**config.mk**
```make
export PLATFORM = sky130hd
export DESIGN_NAME = scs8hd_nandnb_pipe
export DESIGN_NICKNAME = d
export VERILOG_FILES = /design/src/rtl/scs8hd_nandnb_pipe.sv
export SDC_FILE = /design/constraint.sdc
export NUM_CORES = 1
export LEC_CHECK = 0
export CORE_MARGIN = 2
export CORE_UTILIZATION = 39
export CTS_CLUSTER_DIAMETER = 120
export DETAILED_ROUTE_END_ITERATION = 8
export MAX_ROUTING_LAYER = met4
export PLACE_DENSITY = 0.75
export SKIP_LAST_GASP = 1
export SYNTH_ARGS = -nofsm -noshare
export SYNTH_HDL_FRONTEND = slang
export SYNTH_HIERARCHICAL = 1
export SYNTH_SLANG_ARGS = --single-unit
```
**constraint.sdc**
```tcl
create_clock -name CLK -period 2.3 [get_ports CLK]
set_input_delay 0.575 -clock CLK [delete_from_list [all_inputs] [get_ports CLK]]
set_output_delay 0.575 -clock CLK [all_outputs]
set_load 0.1 [all_outputs]
```
**src/rtl/scs8hd_nandnb_pipe.sv**
```systemverilog
// Multi-lane NAND with per-input inversion mask and a 2-entry elastic output buffer.
// Each lane reduces WIDTH inputs; mode flips NAND to AND before the result is buffered.

module scs8hd_nandnb_lane #(
    parameter int              WIDTH    = 3,
    parameter logic [WIDTH-1:0] INV_MASK = {{(WIDTH-1){1'b0}}, 1'b1}
) (
    input  logic [WIDTH-1:0] a,
    input  logic             mode,
    output logic             r
);
    assign r = ~(&(a ^ INV_MASK)) ^ mode;
endmodule

module scs8hd_nandnb_pipe #(
    parameter int              WIDTH    = 3,
    parameter int              LANES    = 4,
    parameter logic [WIDTH-1:0] INV_MASK = {{(WIDTH-1){1'b0}}, 1'b1}
) (
`ifdef SC_USE_PG_PIN
    input  logic                   vpwr,
    input  logic                   vgnd,
    input  logic                   vpb,
    input  logic                   vnb,
`endif
    input  logic                   CLK,
    input  logic                   RESETB,
    input  logic                   in_valid,
    output logic                   in_ready,
    input  logic [LANES*WIDTH-1:0] in_data,
    input  logic                   mode,
    output logic                   out_valid,
    input  logic                   out_ready,
    output logic [LANES-1:0]       Y,
    output logic [15:0]            txn_cnt
);
    typedef struct packed {
        logic [LANES*WIDTH-1:0] data;
        logic                   mode;
    } req_t;

    req_t             req;
    logic [LANES-1:0] r;
    logic [LANES-1:0] mem [2];
    logic [1:0]       cnt, cnt_n;
    logic             wp, rp, rp_n;
    logic             accept, pop;
    logic [LANES-1:0] head_n, y_n;

    assign req = '{data: in_data, mode: mode};

    // Instance array splits req.data into WIDTH-bit slices, lane 0 at the LSBs.
    scs8hd_nandnb_lane #(.WIDTH(WIDTH), .INV_MASK(INV_MASK)) u_lane [LANES-1:0] (
        .a    (req.data),
        .mode (req.mode),
        .r    (r)
    );

    assign in_ready  = (cnt != 2'd2);
    assign out_valid = (cnt != 2'd0);
    assign accept    = in_valid & in_ready;
    assign pop       = out_valid & out_ready;

    always_comb begin
        cnt_n = cnt;
        case ({accept, pop})
            2'b10:   cnt_n = cnt + 2'd1;
            2'b01:   cnt_n = cnt - 2'd1;
            default: cnt_n = cnt;
        endcase
        rp_n = rp ^ pop;
        // A write landing on the new head bypasses the buffer so Y sees it in one cycle.
        head_n = (accept && (wp == rp_n)) ? r : mem[rp_n];
        y_n    = (cnt_n != 2'd0) ? head_n : Y;
    end

    always_ff @(posedge CLK) begin
        if (accept) mem[wp] <= r;
    end

    always_ff @(posedge CLK or negedge RESETB) begin
        if (!RESETB) begin
            cnt     <= 2'd0;
            wp      <= 1'b0;
            rp      <= 1'b0;
            Y       <= '0;
            txn_cnt <= 16'd0;
        end else begin
            cnt <= cnt_n;
            rp  <= rp_n;
            Y   <= y_n;
            if (accept) begin
                wp      <= ~wp;
                txn_cnt <= txn_cnt + 16'd1;
            end
        end
    end
endmodule

```
Word level (Yosys, flattened, before mapping)
Memory sizes are Yosys's and may differ from the RTL's. A register that Yosys moved wholly into a read port is not among the register bits. Index checks and enable logic that the tools add are counted.

Logic and storage cells: 37. Output and inout bits: 22. Memories: 1. Register bits after elaboration: 20. RAM bits: 8. Input port bits: 17.

Memories: mem (depth 2, bits a word 4, read ports 1, clocked after memory_dff 1, wr ports 1, RTL line 44) `logic [LANES-1:0] mem [2];`.

Bitwise logic cells: 16. Equality and inequality tests: 3. Reductions and logical operators: 7. Muxes and demuxes: 3. $add $sub $neg: 3.

Operator list (count): $add A16 B1 Y16 const B (1); $reduce_and A3 Y1 (4); $not A1 Y1 (9); $xor A1 B1 Y1 (5); $pmux W2 S2 (1); $reduce_bool A2 Y1 (2); $add A2 B1 Y2 const B (1); $and A1 B1 Y1 (2); $eq A2 B1 Y1 const B (1); $eq A2 B2 Y1 const B (1); $mux W1 (2); $ne A2 B2 Y1 const B (1); $sub A2 B1 Y2 const B (1); $logic_not A1 Y1 (1).

Longest topological paths before layout
Word-level depth: 5. Depth in mapped cells: 11. Gate-level depth less buffers: 9.

Modules after synthesis
Netlist, hierarchy kept.

By module, submodules not included: scs8hd_nandnb_pipe (area each 1544.0 um^2, cells an instance 129, sequential area each 840.8 um^2, instances 1); scs8hd_nandnb_lane (area each 16.3 um^2, cells an instance 2, sequential area each 0.0 um^2, instances 4).

Least setup slack after synthesis
No wires, ideal clock.

Path kind: register to register. Start point: register cnt[1]. End point: register Y[3], read port of mem. Arrival: 3.113 ns. Period minus slack after synthesis: 3.190 ns. Library setup time: 0.077 ns. Path slack: -0.890 ns. Required time: 2.223 ns. Path buffers: 1. Cell stages (with the launch flop): 11. Path through: dfrtp_1 > nor2b_4 > inv_1 > and2_1 > clkinv_1 > ha_1 > or3b_2 > clkbuf_1 > and3_4 > a41o_1 > a21oi_1.

Word-level cells in the longest chain between the ends: 5. Elaborated cells between the ends (all ways): 11. Those cells by class: add/sub: 2; eq/ne: 3; mux: 1; bitwise: 3; reduce/logical: 2.

Ends and longest elaborated chain: from (decl) (RTL line 45) `logic [1:0] cnt, cnt_n;`; from (signal assigned) (RTL line 89) `cnt <= cnt_n;`; $ne A2 B2 Y1 (*) (RTL line 59) `assign in_ready = (cnt != 2'd2);`; net in_ready (RTL line 29) `output logic in_ready,`; $and A1 B1 Y1 (*) (RTL line 61) `assign accept = in_valid & in_ready;`; $eq A2 B1 Y1 / $eq A2 B2 Y1 (equally long branches) (RTL line 66) `case ({accept, pop})`; $pmux W2 S2 (*) (RTL line 66); $reduce_bool A2 Y1 (*) (RTL line 74) `y_n = (cnt_n != 2'd0) ? head_n : Y;`; to (decl) (RTL line 34) `output logic [LANES-1:0] Y,`.

Mark *: on every way through the listed nets, which the timed path passes. The rest lies on a longest branch. A chain may end at the register's enable or synchronous reset.

Final worst setup path
Start point: input out_ready. End point: register Y[3], read port of mem.

Word-level cells in the longest chain between the ends: 4. Elaborated cells between the ends (all ways): 6. Those cells by class: eq/ne: 2; mux: 1; bitwise: 2; reduce/logical: 1.

Ends and longest elaborated chain: from (decl) (RTL line 33) `input logic out_ready,`; $and A1 B1 Y1 (*) (RTL line 62) `assign pop = out_valid & out_ready;`; $eq A2 B1 Y1 / $eq A2 B2 Y1 (equally long branches) (RTL line 66); $pmux W2 S2 (RTL line 66); $reduce_bool A2 Y1 (RTL line 74).

Mark *: on every way between the ends. The rest lies on a longest branch, timed or not.

==> summary.md <==
| Metric | Value |
|---|---|
| Max-slew headroom | `0.621` |
| Failing checks | `negative setup slack` |
| Critical-path top delay cell | `clkdlybuf4s50_1` |
| Cell-by-cell listing of the critical path | `clkdlybuf4s50_1, o21ai_1, inv_1, ha_4, buf_4, nand4bb_1, buf_6, a31oi_1, a41o_1, a21oi_1` |
| Port bufs | `38` |
| Ports | `39` |
| Initial antenna violation count | `0` |
| Ys Warns | `6` |
| Clk slew on worst S/H paths | `0.07 ns` |
| Required time worst endpoint | `2.47 ns` |
| CP Class | `in -> reg` |
| RSZ-0062 raised after global routing | `yes` |
| Area delta synth->final | `46.0%` |
| Clock tree buffer depth | `2` |
| Max Clk Rate | `approximately 0.43 GHz` |
| Syn Std Cell Area | `1610 um^2` |
| Detailed Place HPWL | `2560 um` |
| Largest net degree at the start of global routing | `25` |
| Post-DRT Antenna Nets | `0` |
| Tmin final | `roughly 2.3 ns` |
| Syn Inst Count | `between 100 and 150` |
| Starting Density | `0.405` |
| Crit end category | `flip-flop` |
| Final cell count without fillers | `243` |
| WP buf/inv | `4` |
| Synth unique cells | `37` |
| Root Buffer Master | `clkbuf_8` |
| Count of TritonRoute iterations in the first routing pass | `4` |
| Nets | `about 210` |
| Placed Cells | `233` |
| Global route total overflow | `0` |
| Worst hold path cell count | `1` |
| Beginning of the critical path | `out_ready` |
| Vias in the first global route | `roughly 1.3k` |
| Setup slack, reg-to-reg | `roughly 0.060 ns` |
| Num rows | `23` |
| Commonest non-fill, non-tap cell in the layout | `buf_4` |
| Core area | `3970 um^2` |
| Worst R2R End | `Y[3]$_DFFE_PN0P_` |
| Die area | `4660 um^2` |
| Seq/Total Area, Yosys | `0.523` |
| Mapped Nets | `between 150 and 200` |
| Slowest Stage Delay on Critical Path | `0.45 ns` |
| Tot GR Track Use | `0.169` |
| Startpoint Class | `primary input` |
| Worst hold path type | `reg -> reg` |
| #FFs+latches synth | `32` |
| Worst-Margin Slew | `around 0.57 ns` |
| Placed Instance Area | `~2100 um^2` |
| Final hold vios | `0` |
| Status | `finished with violations` |
| Worst-Skew Late Latency | `around 0.28 ns` |
| Max-capacitance violation count | `0` |
| Via count | `~1.2k` |
| Top delay family on crit path | `buffers and inverters` |
| Critical Path Fanout Max | `5` |
| CTS tree | `yes` |
| R2R cell count | `11` |
| Clk_skew | `approximately 0.0084 ns` |
| Antenna cells | `0` |
| TritonCTS Buffers | `5` |
| Die extent in y | `68.2 um` |
| Htree depth | `2` |
| Critical R2R Launch | `cnt[0]$_DFF_PN0_` |
| WL/cell | `roughly 14 um` |
| Clk sinks | `32` |
| Residual DRC | `0` |
| Setup tns final | `-0.00692 ns` |
| Via density | `5.05` |
| Worst Hold End | `txn_cnt[6]$_DFFE_PN0N_` |
| Post-route cell area | `between 2000 and 2500 um^2` |
| Hold Startpoint | `txn_cnt[6]$_DFFE_PN0N_` |
| Die X | `between 60 and 70 um` |
| First DRT Iteration DRCs | `56` |
| Commonest non-fill, non-tap cells in the layout | `buf_4 (31), dfrtp_1 (19), clkdlybuf4s50_1 (16)` |
| Post-Route WL | `~3500 um` |
| Final count of pins violating max slew | `0` |
| Share of post-route cells with drive strength above 1 | `0.347` |
| First-pass GRT wire length | `5660 um` |
| Setup WS pre-CTS | `-0.297 ns` |
| Critical Path AT | `2.47 ns` |
| Final Wtd Congestion | `between 0.8 and 0.9` |
| Syn Area/Cell | `around 12 um^2` |
| Tcrit/Tclk final | `1.00` |
| Final setup viols | `2` |
| Worst setup margin | `-0.00387 ns` |
==> routing by layer <==
metal / GRT usage / wire length (um)
met3: 0.0345 / 169
met5: - / 0
met4: 0.0675 / 53
met1: 0.192 / 1480
met2: 0.291 / 1810
==> worst max-delay path by stage <==
stage / end / cells past startpoint
after detailed placement: Y[2]$_DFFE_PN0P_ / 10
after CTS: Y[2]$_DFFE_PN0P_ / 8
after global placement: Y[0]$_DFFE_PN0P_ / 8
final: Y[3]$_DFFE_PN0P_ / 10
after global routing: Y[0]$_DFFE_PN0P_ / 10
after floorplan: Y[3]$_DFFE_PN0P_ / 11
==> worst reg2reg max path, stage by stage, from the launching register on <==
cell,delay (ns)
dfrtp_2,0.47
nor2b_4,0.19
clkinvlp_4,0.12
and2_4,0.17
clkinv_4,0.05
ha_4,0.18
buf_4,0.14
nand4bb_1,0.27
buf_6,0.21
a31oi_1,0.16
a41o_1,0.13
a21oi_1,0.04
==> state kept, by name, indices dropped and copies added, names as in the netlist <==
name     flops
rp           1
mem          8
cnt          2
wp           1
Y            4
txn_cnt     16
==> cell families after synthesis <==
group	count (synthesis)	share of synthesized area
AO/OA/AOI/OAI	21	0.0879
XOR/XNOR	26	0.150
adder cells (fa/ha/maj)	2	0.0155
buffers and inverters	14	0.0420
flip-flops	32	0.523
multiplexers	2	0.0132
AND/OR/NAND/NOR	40	0.169
==> through the flow <==
| step | utilization | hold WS [ns] |
|---|---|---|
| after floorplan | - | 0.279 |
| after global placement | 0.532 | 0.458 |
| after detailed placement | 0.532 | 0.476 |
| after CTS | 0.566 | 0.487 |
| after global routing | 0.592 | 0.489 |
| final | 0.592 | 0.486 |
==> final cells by class <==
class	count	area [um^2]
clock inverters	1	30.0
inverters	10	46.3
clock buffers	7	96.3
flip-flops and latches	32	847
fillers	304	1620
multi-input cells	91	792
repair buffers	52	475
well taps	50	62.6
==> synthesized netlist by cell type (all sizes together) <==
library cell,number,area [um^2]
dfrtp,24,601
xor2,14,123
xnor2,11,96.3
inv,9,33.8
a21oi,8,40.0
edfxtp,8,240
nand2,6,22.5
nand3,5,25.0
nor2,5,18.8
a31oi,4,25.0
a41o,4,40.0
nand3b,4,30.0
a22oi,3,22.5
nand4,3,18.8
nor3,3,15.0
and3,2,17.5
buf,2,22.5
clkbuf,2,7.51
ha,2,25.0
nand4bb,2,22.5
nor4,2,27.5
and2,1,6.26
and4,1,8.76
clkinv,1,3.75
mux2,1,11.3
mux2i,1,10.0
nor2b,1,13.8
nor3b,1,7.51
nor4b,1,8.76
o21ai,1,5.00
o2bb2ai,1,8.76
or2,1,6.26
or3b,1,8.76
or4b,1,13.8
xnor3,1,22.5
==> repair_timing <==
| action | CTS | global route |
|---|---|---|
| setup endpoints to repair | 1 | 4 |
| hold buffers | 0 | 0 |
| setup buffers | 0 | 2 |
| resized for setup | 1 | 13 |
| pin swaps | 0 | 1 |
| hold endpoints to repair | 0 | 0 |
Power is left out: the tool's default activity adds up to more than one toggle a clock period on the data nets, which glitch-free logic cannot reach.
